--- src/rtl/ulpb_tx_msg_seq_pkg.sv ---
// ---------------------------------------------------------------------------
// ulpb_tx_msg_seq_pkg
//   Shared definitions for the ULPB TX message sequencer:
//   - bus widths for destination address and data words
//   - FSM state encoding of the sequencer
//   - safe_clog2 helper: pointer/counter width that never collapses to 0 bits
// ---------------------------------------------------------------------------
package ulpb_tx_msg_seq_pkg;

    localparam int ADDR_WIDTH = 8;
    localparam int DATA_WIDTH = 32;

    typedef enum logic [2:0] {
        ST_FILL     = 3'd0,
        ST_REQ      = 3'd1,
        ST_ACK_HI   = 3'd2,
        ST_ACK_LO   = 3'd3,
        ST_RESP     = 3'd4,
        ST_RESP_CLR = 3'd5
    } seq_state_e;

    // Width needed to index/count 'v' values, at least 1 bit.
    function automatic int safe_clog2(input int v);
        if (v <= 1) begin
            return 1;
        end else begin
            return $clog2(v);
        end
    endfunction

endpackage

--- src/rtl/ulpb_tx_msg_seq_if.sv ---
// ---------------------------------------------------------------------------
// ulpb_tx_msg_seq_if
//   TX port of a ulpb_node32 as seen from the local side.
//   master: the sequencer (drives address/data/request/pending/priority and
//           the response acknowledge; observes ack/success/fail)
//   slave : the node (the opposite directions)
//   tx_prio carries the node's PRIORITY input.
// ---------------------------------------------------------------------------
interface ulpb_tx_msg_seq_if;
    import ulpb_tx_msg_seq_pkg::*;

    logic [ADDR_WIDTH-1:0] tx_addr;
    logic [DATA_WIDTH-1:0] tx_data;
    logic                  tx_req;
    logic                  tx_pend;
    logic                  tx_prio;
    logic                  tx_ack;
    logic                  tx_succ;
    logic                  tx_fail;
    logic                  tx_resp_ack;

    modport master (
        output tx_addr, tx_data, tx_req, tx_pend, tx_prio, tx_resp_ack,
        input  tx_ack, tx_succ, tx_fail
    );

    modport slave (
        input  tx_addr, tx_data, tx_req, tx_pend, tx_prio, tx_resp_ack,
        output tx_ack, tx_succ, tx_fail
    );
endinterface

--- src/rtl/ulpb_tx_msg_seq_buf.sv ---
// ---------------------------------------------------------------------------
// ulpb_tx_msg_seq_buf
//   DEPTH x WIDTH message buffer, one write port and one read port.
//   Ports:
//     clk_i, rst_ni  clock, synchronous active-low reset
//     clr_i          drop the whole message (write pointer and count to 0)
//     wr_i, wdata_i  push one word at wr_ptr
//     rd_clr_i       restart reading at word 0 (new send or replay)
//     rd_inc_i       advance to the next word
//     rdata_o        word at rd_ptr (combinational read)
//     cnt_o          number of words held
//     rd_ptr_o       current read index
//   Pointers never wrap inside one message: the controller closes the message
//   on the push that fills the buffer.
// ---------------------------------------------------------------------------
module ulpb_tx_msg_seq_buf
    import ulpb_tx_msg_seq_pkg::*;
#(
    parameter  int DEPTH = 4,
    parameter  int WIDTH = DATA_WIDTH,
    localparam int PW    = safe_clog2(DEPTH),
    localparam int CW    = PW + 1
) (
    input  logic             clk_i,
    input  logic             rst_ni,
    input  logic             clr_i,
    input  logic             wr_i,
    input  logic [WIDTH-1:0] wdata_i,
    input  logic             rd_clr_i,
    input  logic             rd_inc_i,
    output logic [WIDTH-1:0] rdata_o,
    output logic [CW-1:0]    cnt_o,
    output logic [PW-1:0]    rd_ptr_o
);

    logic [WIDTH-1:0] mem_q [DEPTH];
    logic [PW-1:0]    wr_ptr_q;
    logic [PW-1:0]    rd_ptr_q;
    logic [CW-1:0]    cnt_q;

    // Write pointer, count and read pointer.
    always_ff @(posedge clk_i) begin
        if (!rst_ni) begin
            wr_ptr_q <= '0;
            cnt_q    <= '0;
            rd_ptr_q <= '0;
        end else begin
            if (clr_i) begin
                wr_ptr_q <= '0;
                cnt_q    <= '0;
            end else if (wr_i) begin
                wr_ptr_q <= wr_ptr_q + PW'(1);
                cnt_q    <= cnt_q + CW'(1);
            end else begin
                wr_ptr_q <= wr_ptr_q;
                cnt_q    <= cnt_q;
            end
            if (rd_clr_i) begin
                rd_ptr_q <= '0;
            end else if (rd_inc_i) begin
                rd_ptr_q <= rd_ptr_q + PW'(1);
            end else begin
                rd_ptr_q <= rd_ptr_q;
            end
        end
    end

    // Storage array; contents survive a replay.
    always_ff @(posedge clk_i) begin
        if (!rst_ni) begin
            for (int i = 0; i < DEPTH; i++) begin
                mem_q[i] <= '0;
            end
        end else if (wr_i && !clr_i) begin
            mem_q[wr_ptr_q] <= wdata_i;
        end else begin
            mem_q <= mem_q;
        end
    end

    assign rdata_o  = mem_q[rd_ptr_q];
    assign cnt_o    = cnt_q;
    assign rd_ptr_o = rd_ptr_q;

endmodule

--- src/rtl/ulpb_tx_msg_seq.sv ---
// ---------------------------------------------------------------------------
// ulpb_tx_msg_seq
//   Local TX sequencer in front of a ulpb_node32 TX port. A controller pushes
//   a 1..DEPTH word message; the block then offers it word by word on the
//   node's 4-phase REQ/ACK handshake, closes the SUCC/FAIL response with
//   RESP_ACK and replays the whole message on failure up to MAX_RETRY times.
//   Ports:
//     clk_i, rst_ni      clock, synchronous active-low reset
//     msg_addr_i/prio_i  destination and priority, taken from the first word
//     msg_data_i         word to push
//     msg_wr_i           push strobe, honoured only while msg_rdy_o=1
//     msg_last_i         this word closes the message
//     msg_rdy_o          buffer accepting words
//     msg_done_o         1-cycle pulse: message delivered
//     msg_err_o          1-cycle pulse: delivery failed, retries exhausted
//     retry_cnt_o        resends used by the current/last message
//     tx                 node TX port (master side)
//   All outputs are registered.
// ---------------------------------------------------------------------------
module ulpb_tx_msg_seq
    import ulpb_tx_msg_seq_pkg::*;
#(
    parameter  int DEPTH     = 4,
    parameter  int MAX_RETRY = 3,
    localparam int PW        = safe_clog2(DEPTH),
    localparam int CW        = PW + 1,
    localparam int RW        = safe_clog2(MAX_RETRY + 1)
) (
    input  logic                   clk_i,
    input  logic                   rst_ni,
    input  logic [ADDR_WIDTH-1:0]  msg_addr_i,
    input  logic                   msg_prio_i,
    input  logic [DATA_WIDTH-1:0]  msg_data_i,
    input  logic                   msg_wr_i,
    input  logic                   msg_last_i,
    output logic                   msg_rdy_o,
    output logic                   msg_done_o,
    output logic                   msg_err_o,
    output logic [RW-1:0]          retry_cnt_o,
    ulpb_tx_msg_seq_if.master      tx
);

    seq_state_e            state_q, state_d;
    logic [ADDR_WIDTH-1:0] addr_q, addr_d;
    logic                  prio_q, prio_d;
    logic [ADDR_WIDTH-1:0] tx_addr_q, tx_addr_d;
    logic [DATA_WIDTH-1:0] tx_data_q, tx_data_d;
    logic                  tx_req_q, tx_req_d;
    logic                  tx_pend_q, tx_pend_d;
    logic                  tx_prio_q, tx_prio_d;
    logic                  resp_ack_q, resp_ack_d;
    logic                  fail_q, fail_d;
    logic [RW-1:0]         retry_q, retry_d;
    logic                  rdy_q, rdy_d;
    logic                  done_q, done_d;
    logic                  err_q, err_d;

    logic                  wr_en_s;
    logic                  clr_s;
    logic                  rd_clr_s;
    logic                  rd_inc_s;
    logic [DATA_WIDTH-1:0] rdata_s;
    logic [CW-1:0]         cnt_s;
    logic [PW-1:0]         rd_ptr_s;
    logic                  pend_s;

    ulpb_tx_msg_seq_buf #(
        .DEPTH (DEPTH),
        .WIDTH (DATA_WIDTH)
    ) u_buf (
        .clk_i    (clk_i),
        .rst_ni   (rst_ni),
        .clr_i    (clr_s),
        .wr_i     (wr_en_s),
        .wdata_i  (msg_data_i),
        .rd_clr_i (rd_clr_s),
        .rd_inc_i (rd_inc_s),
        .rdata_o  (rdata_s),
        .cnt_o    (cnt_s),
        .rd_ptr_o (rd_ptr_s)
    );

    // More words follow the one at rd_ptr.
    assign pend_s = ({1'b0, rd_ptr_s} != (cnt_s - CW'(1)));

    // Next-state, handshake and buffer control.
    always_comb begin
        state_d    = state_q;
        addr_d     = addr_q;
        prio_d     = prio_q;
        tx_addr_d  = tx_addr_q;
        tx_data_d  = tx_data_q;
        tx_req_d   = tx_req_q;
        tx_pend_d  = tx_pend_q;
        tx_prio_d  = tx_prio_q;
        resp_ack_d = resp_ack_q;
        fail_d     = fail_q;
        retry_d    = retry_q;
        done_d     = 1'b0;
        err_d      = 1'b0;
        wr_en_s    = 1'b0;
        clr_s      = 1'b0;
        rd_clr_s   = 1'b0;
        rd_inc_s   = 1'b0;

        case (state_q)
            ST_FILL: begin
                if (msg_wr_i && rdy_q) begin
                    wr_en_s = 1'b1;
                    if (cnt_s == CW'(0)) begin
                        addr_d = msg_addr_i;
                        prio_d = msg_prio_i;
                    end else begin
                        addr_d = addr_q;
                        prio_d = prio_q;
                    end
                    // The push that fills the buffer always closes the message.
                    if (msg_last_i || (cnt_s == CW'(DEPTH - 1))) begin
                        rd_clr_s = 1'b1;
                        retry_d  = '0;
                        state_d  = ST_REQ;
                    end else begin
                        state_d  = ST_FILL;
                    end
                end else begin
                    wr_en_s = 1'b0;
                end
            end

            ST_REQ: begin
                if (tx.tx_fail) begin
                    tx_req_d   = 1'b0;
                    resp_ack_d = 1'b1;
                    fail_d     = 1'b1;
                    state_d    = ST_RESP_CLR;
                end else begin
                    tx_addr_d = addr_q;
                    tx_prio_d = prio_q;
                    tx_data_d = rdata_s;
                    tx_pend_d = pend_s;
                    tx_req_d  = 1'b1;
                    state_d   = ST_ACK_HI;
                end
            end

            ST_ACK_HI: begin
                // A fail beats a simultaneous ack: the word is abandoned.
                if (tx.tx_fail) begin
                    tx_req_d   = 1'b0;
                    resp_ack_d = 1'b1;
                    fail_d     = 1'b1;
                    state_d    = ST_RESP_CLR;
                end else if (tx.tx_ack) begin
                    tx_req_d = 1'b0;
                    state_d  = ST_ACK_LO;
                end else begin
                    state_d  = ST_ACK_HI;
                end
            end

            ST_ACK_LO: begin
                if (tx.tx_fail) begin
                    tx_req_d   = 1'b0;
                    resp_ack_d = 1'b1;
                    fail_d     = 1'b1;
                    state_d    = ST_RESP_CLR;
                end else if (!tx.tx_ack) begin
                    if (tx_pend_q) begin
                        rd_inc_s = 1'b1;
                        state_d  = ST_REQ;
                    end else begin
                        state_d  = ST_RESP;
                    end
                end else begin
                    state_d = ST_ACK_LO;
                end
            end

            ST_RESP: begin
                // SUCC together with FAIL counts as a failure.
                if (tx.tx_succ || tx.tx_fail) begin
                    resp_ack_d = 1'b1;
                    fail_d     = tx.tx_fail;
                    state_d    = ST_RESP_CLR;
                end else begin
                    state_d    = ST_RESP;
                end
            end

            ST_RESP_CLR: begin
                if (!tx.tx_succ && !tx.tx_fail) begin
                    resp_ack_d = 1'b0;
                    if (!fail_q) begin
                        done_d  = 1'b1;
                        clr_s   = 1'b1;
                        state_d = ST_FILL;
                    end else if (int'(retry_q) < MAX_RETRY) begin
                        retry_d  = retry_q + RW'(1);
                        rd_clr_s = 1'b1;
                        state_d  = ST_REQ;
                    end else begin
                        err_d   = 1'b1;
                        clr_s   = 1'b1;
                        state_d = ST_FILL;
                    end
                end else begin
                    state_d = ST_RESP_CLR;
                end
            end

            default: begin
                tx_req_d   = 1'b0;
                resp_ack_d = 1'b0;
                clr_s      = 1'b1;
                state_d    = ST_FILL;
            end
        endcase

        // A full buffer always leaves FILL, so being in FILL implies room.
        rdy_d = (state_d == ST_FILL);
    end

    // State and output registers.
    always_ff @(posedge clk_i) begin
        if (!rst_ni) begin
            state_q    <= ST_FILL;
            addr_q     <= '0;
            prio_q     <= 1'b0;
            tx_addr_q  <= '0;
            tx_data_q  <= '0;
            tx_req_q   <= 1'b0;
            tx_pend_q  <= 1'b0;
            tx_prio_q  <= 1'b0;
            resp_ack_q <= 1'b0;
            fail_q     <= 1'b0;
            retry_q    <= '0;
            rdy_q      <= 1'b1;
            done_q     <= 1'b0;
            err_q      <= 1'b0;
        end else begin
            state_q    <= state_d;
            addr_q     <= addr_d;
            prio_q     <= prio_d;
            tx_addr_q  <= tx_addr_d;
            tx_data_q  <= tx_data_d;
            tx_req_q   <= tx_req_d;
            tx_pend_q  <= tx_pend_d;
            tx_prio_q  <= tx_prio_d;
            resp_ack_q <= resp_ack_d;
            fail_q     <= fail_d;
            retry_q    <= retry_d;
            rdy_q      <= rdy_d;
            done_q     <= done_d;
            err_q      <= err_d;
        end
    end

    assign msg_rdy_o      = rdy_q;
    assign msg_done_o     = done_q;
    assign msg_err_o      = err_q;
    assign retry_cnt_o    = retry_q;
    assign tx.tx_addr     = tx_addr_q;
    assign tx.tx_data     = tx_data_q;
    assign tx.tx_req      = tx_req_q;
    assign tx.tx_pend     = tx_pend_q;
    assign tx.tx_prio     = tx_prio_q;
    assign tx.tx_resp_ack = resp_ack_q;

endmodule
--- src/flat_wrapper.sv ---
// flat-port wrapper written by rule: the top's interface ports become plain ports
module ulpb_tx_msg_seq_flat import ulpb_tx_msg_seq_pkg::*;
#(
    parameter  int DEPTH     = 4,
    parameter  int MAX_RETRY = 3,
    localparam int PW        = safe_clog2(DEPTH),
    localparam int CW        = PW + 1,
    localparam int RW        = safe_clog2(MAX_RETRY + 1)
)
  (clk_i, rst_ni, msg_addr_i, msg_prio_i, msg_data_i, msg_wr_i, msg_last_i, msg_rdy_o, msg_done_o, msg_err_o, retry_cnt_o, tx_tx_addr, tx_tx_data, tx_tx_req, tx_tx_pend, tx_tx_prio, tx_tx_resp_ack, tx_tx_ack, tx_tx_succ, tx_tx_fail);
  ulpb_tx_msg_seq_if tx_i ();
  input  logic clk_i;
  input  logic rst_ni;
  input  logic [ADDR_WIDTH-1:0] msg_addr_i;
  input  logic msg_prio_i;
  input  logic [DATA_WIDTH-1:0] msg_data_i;
  input  logic msg_wr_i;
  input  logic msg_last_i;
  output logic msg_rdy_o;
  output logic msg_done_o;
  output logic msg_err_o;
  output logic [RW-1:0] retry_cnt_o;
  output wire logic [$bits(tx_i.tx_addr)-1:0] tx_tx_addr;
  output wire logic [$bits(tx_i.tx_data)-1:0] tx_tx_data;
  output wire logic [$bits(tx_i.tx_req)-1:0] tx_tx_req;
  output wire logic [$bits(tx_i.tx_pend)-1:0] tx_tx_pend;
  output wire logic [$bits(tx_i.tx_prio)-1:0] tx_tx_prio;
  output wire logic [$bits(tx_i.tx_resp_ack)-1:0] tx_tx_resp_ack;
  input wire logic [$bits(tx_i.tx_ack)-1:0] tx_tx_ack;
  input wire logic [$bits(tx_i.tx_succ)-1:0] tx_tx_succ;
  input wire logic [$bits(tx_i.tx_fail)-1:0] tx_tx_fail;
  assign tx_tx_addr = tx_i.tx_addr;
  assign tx_tx_data = tx_i.tx_data;
  assign tx_tx_req = tx_i.tx_req;
  assign tx_tx_pend = tx_i.tx_pend;
  assign tx_tx_prio = tx_i.tx_prio;
  assign tx_tx_resp_ack = tx_i.tx_resp_ack;
  assign tx_i.tx_ack = tx_tx_ack;
  assign tx_i.tx_succ = tx_tx_succ;
  assign tx_i.tx_fail = tx_tx_fail;
  ulpb_tx_msg_seq #(.DEPTH(DEPTH), .MAX_RETRY(MAX_RETRY)) u_core (.clk_i(clk_i), .rst_ni(rst_ni), .msg_addr_i(msg_addr_i), .msg_prio_i(msg_prio_i), .msg_data_i(msg_data_i), .msg_wr_i(msg_wr_i), .msg_last_i(msg_last_i), .msg_rdy_o(msg_rdy_o), .msg_done_o(msg_done_o), .msg_err_o(msg_err_o), .retry_cnt_o(retry_cnt_o), .tx(tx_i));
endmodule
--- config.mk ---
export PLATFORM = sky130hd
export DESIGN_NAME = ulpb_tx_msg_seq_flat
export DESIGN_NICKNAME = d
export VERILOG_FILES = /design/src/rtl/ulpb_tx_msg_seq_pkg.sv /design/src/rtl/ulpb_tx_msg_seq_if.sv /design/src/rtl/ulpb_tx_msg_seq_buf.sv /design/src/rtl/ulpb_tx_msg_seq.sv /design/src/flat_wrapper.sv
export SDC_FILE = /design/constraint.sdc
export NUM_CORES = 1
export LEC_CHECK = 0
export CAP_MARGIN = 30
export CORE_ASPECT_RATIO = 1.25
export CORE_MARGIN = 4
export CORE_UTILIZATION = 51
export DETAILED_ROUTE_END_ITERATION = 6
export PLACE_DENSITY_LB_ADDON = 0.1
export SLEW_MARGIN = 5
export SYNTH_ARGS = -nofsm -noshare
export SYNTH_HDL_FRONTEND = slang
export SYNTH_SLANG_ARGS = --single-unit
--- constraint.sdc ---
create_clock -name clk_i -period 1.7 [get_ports clk_i]
set_clock_uncertainty 0.2 [all_clocks]
set_input_delay 0.34 -clock clk_i [delete_from_list [all_inputs] [get_ports clk_i]]
set_output_delay 0.34 -clock clk_i [all_outputs]
set_load 0.01 [all_outputs]
==> impl_metrics.py, run 1 <==
metrics = {
    "global_route": {
        "grt_max_degree": 88,
        "grt_overflow": 0,
        "antenna_found_initial": 0,
        "grt_use_total_pct": 21.86,
        "grt_pass1_vias": 6562,
        "grt_pass1_wl_um": 32950,
    },
    "critical_path": {
        "critPathMaxFanout": 11,
        "cp_cell_sequence": "nor4b_4 -> buf_6 -> and3_4 -> buf_12 -> nand2_1 -> a21boi_1",
        "worstReg2RegEnd": "u_core.u_buf.mem_q[114]$_SDFFE_PN0P_",
        "crit_path_start_kind": "register",
        "cp-end-kind": "register",
        "timing.rr.start": "u_core.state_q[2]$_SDFF_PN0_",
        "r2r_setup_slack_ns": -0.04,
        "rr_worst_depth": 6,
        "slowest_stage": "dfxtp_2",
        "critPathRequiredTime_ns": 1.85,
        "cpLargestDelayFamily": "simple AND/OR/NAND/NOR gates",
        "cp_num_buf_inv": 2,
        "slowest_delay_ns": 0.34,
        "cp.arrival_ns": 1.89,
        "path_class": "reg2reg",
    },
    "placement": {
        "place.gp.congestion": 0.7774,
        "dp_hpwl_um": 12970,
        "dp_cells": 1223,
        "port_buffers": 96,
        "postPlaceCellArea_sq_um": 9903,
        "post-place-ws_ns": -0.2487,
    },
    "sta": {
        "drv_slew": 0,
        "fmax_mhz": 575.5,
        "grt_setup_unrepaired": "true",
        "min_period_over_period_pct": 102.2,
        "min_period_ns": 1.737,
        "tightest_slew_ns": 0.3638,
        "max_slew_margin_pct": 75.53,
        "fin_ws_ns": -0.03748,
        "hold_violations": 0,
        "setup_violations": 21,
    },
    "power_and_ir_drop": {
        "total_power_mw": 11.55,
        "p_leak_nw": 4.165,
        "powerDensity_nw_per_um2": 1046,
        "ir_drop_mv": 0.7635,
    },
    "worst_hold_path": {
        "holdCritStartpoint": "rst_ni",
        "whs_path_depth": 4,
        "holdPathEnd": "u_core.state_q[2]$_SDFF_PN0_",
        "holdCritPathClass": "in2reg",
    },
    "drt": {
        "post_drt_wl_per_cell_um": 17.00,
        "routed_wl_um": 21530,
        "vias_per_cell": 5.303,
        "drcViolationCount": 0,
        "drtIter0Drc": 469,
        "via_count": 6713,
        "dr.pass1.iters": 5,
        "antenna_left": 0,
    },
    "layout": {
        "area_delta_synth_final_pct": 29.41,
        "final_cell_area_sq_um": 11040,
        "final_nets": 1094,
        "post_layout_nonfiller_instances": 1266,
        "final_core_util_pct": 67.60,
        "fill_cells": 1364,
        "drive_above_1_share_pct": 19.62,
        "insertedDiodeCount": 0,
    },
    "yosys": {
        "yosysWarnings": 0,
        "synth_commonest_cells": "nand2_1 (350), dfxtp_1 (197), a21boi_1 (149), mux4_2 (32), a21boi_0 (24)",
        "netlist_area_sq_um": 8531,
        "yosysSeqAreaShare_pct": 46.23,
        "yosys.area.top_type_share_pct": 46.23,
        "ys.flop_type": "dfxtp_1",
        "synth_edf_count": 0,
        "yosys-top-cells-area": "dfxtp_1 (46%), nand2_1 (15%), a21boi_1 (13%)",
        "synthCells": 931,
        "synth.most_common_cell": "nand2_1",
        "ys_types": 42,
        "syn-num-nets": 988,
        "avgSynthCellArea_sq_um": 9.163,
        "synthArstFlopShare_pct": 0,
        "synth_seq_cells": 197,
        "yosysTopAreaCell": "dfxtp_1",
    },
    "clock_network": {
        "clk_pin_slew_ns": 0.07,
        "clk-insertion-delay-late_ns": 0.43,
        "holdBufCountCts": 0,
        "cts_made_buffers": 17,
        "clock_path_buffers": 2,
        "htreeDepth": 4,
        "cts_tree": "done",
        "cts_root_buf": "clkbuf_16",
        "cts.sinks": 197,
    },
    "floorplan": {
        "core_sq_um": 16330,
        "dieArea_sq_um": 18870,
        "fp.dieW_um": 123.7,
        "die_y_um": 152.6,
        "num_io_pins": 97,
        "rows": 52,
        "start_util_pct": 52.24,
    },
    "run_status": {
        "status": "finished with violations",
        "violations": "setup timing",
    },
    "flow_run": {
        "drv_cap": 0,
    },
}
-- cell type report --
class	instances	area (sq um)	share of cell area, %
well taps	216	270.3	2.448
repair buffers	160	1799	16.30
flip-flops and latches	197	3951	35.79
multi-input cells	653	4384	39.71
inverters	8	30.03	0.2720
clock inverters	10	120.1	1.088
clock buffers	22	484.2	4.386
-- per-stage QoR --
stage	hold slack [ns]	setup TNS [ns]
3_3_place_gp	0.2370	-30.40
6_report	0.2126	-0.1727
2_1_floorplan	0.2304	0
4_1_cts	0.1864	-0.5516
3_5_place_dp	0.2417	-34.09
5_1_grt	0.2122	-7.687
-- routing by layer --
metal  wire length, um  part of all wire, %  global-route usage, %
met1              9144                   42                  27.13
met2             11360                   53                  38.67
met3               755                  3.5                  3.565
met4               267                  1.2                  5.963
met5                 0                    0                      0
-- layout by cell type, fill, tap and decap left out, drive strengths merged, types with 2 or more instances in the layout --
master,synthesis,layout
a31oi,2,2
ha,9,9
a21boi,173,173
buf,53,58
nand2b,2,2
o211ai,2,2
dlygate4sd2,0,48
clkdlybuf4s50,0,46
nand3b,2,2
nand2,350,350
and3b,2,2
mux4,32,32
and3,4,4
nand3,10,10
and2,2,2
mux2i,11,11
nand4,3,3
clkinv,0,2
clkbuf,20,30
nor3b,2,2
nor2b,10,10
dfxtp,197,197
a21oi,5,5
a21o,3,3
nor2,8,8
clkinvlp,0,5
bufinv,0,2
inv,8,9
o21ai,4,4
xnor2,3,3
xor2,4,4
-- where the power goes --
| group | total, mW | switching [mW] | leakage [nW] | internal [mW] |
|---|---|---|---|---|
| sequential | 5.10 | 0.172 | 1.60 | 4.92 |
| combinational | 2.35 | 1.18 | 2.29 | 1.16 |
| clock | 4.10 | 1.77 | 0.281 | 2.33 |
| total | 11.5 | 3.13 | 4.16 | 8.42 |
-- worst max path at each step --
stage,from,to,slack [ns],cells after the start
after floorplan,u_core.u_buf.rd_ptr_o[0]$_SDFFE_PP0P_,u_core.tx.tx_data[6]$_SDFFE_PN0P_,0.07,5
after detailed placement,tx_tx_fail,u_core.msg_rdy_o$_SDFF_PN1_,-0.25,6
after CTS,u_core.state_q[2]$_SDFF_PN0_,u_core.u_buf.mem_q[32]$_SDFFE_PN0P_,-0.06,6
final,u_core.state_q[2]$_SDFF_PN0_,u_core.u_buf.mem_q[114]$_SDFFE_PN0P_,-0.04,6
after global placement,tx_tx_fail,u_core.msg_rdy_o$_SDFF_PN1_,-0.24,6
after global routing,u_core.state_q[2]$_SDFF_PN0_,u_core.u_buf.mem_q[114]$_SDFFE_PN0P_,-0.11,6
-- registers in the layout (all words and copies together), names as in the netlist, 2 cells and up --
name                   flops
u_core.u_buf.mem_q       128
u_core.tx.tx_data         32
u_core.addr_q              8
u_core.tx.tx_addr          8
u_core.state_q             3
u_core.u_buf.cnt_o         3
u_core.retry_cnt_o         2
u_core.u_buf.rd_ptr_o      2
u_core.u_buf.wr_ptr_q      2
-- cells by family (layout without fill, tap and decap cells) --
group	Yosys count	in the layout	synth area share, %
DFF	197	197	46.23
AOI/OAI and AO/OA	195	195	16.93
and+or+nand+nor	399	399	19.17
xor gates and xnor gates	7	7	0.7187
muxes	43	43	9.739
buffers and inverters	81	200	5.896
adders and majority gates	9	9	1.320
-- worst min-delay path, cell delays in order --
cell	delay [ns]
buf_4	0.12
a21boi_1	0.15
o31ai_1	0.11
a31oi_1	0.07
-- repair_timing --
action                                 CTS  global route
setup endpoints to repair              160           170
setup buffers                            1             1
resized for setup                       59           104
endpoints found under the hold margin    0             0
pin swaps                                0            31
gates cloned                             0             9
(Power assumes the default switching activity.)
==> run 2: changes to the inputs <==
SLEW_MARGIN = 10   (was 5)
==> results of run 2 <==
The final DEF is identical to that of run 1; final timing and power are the same.
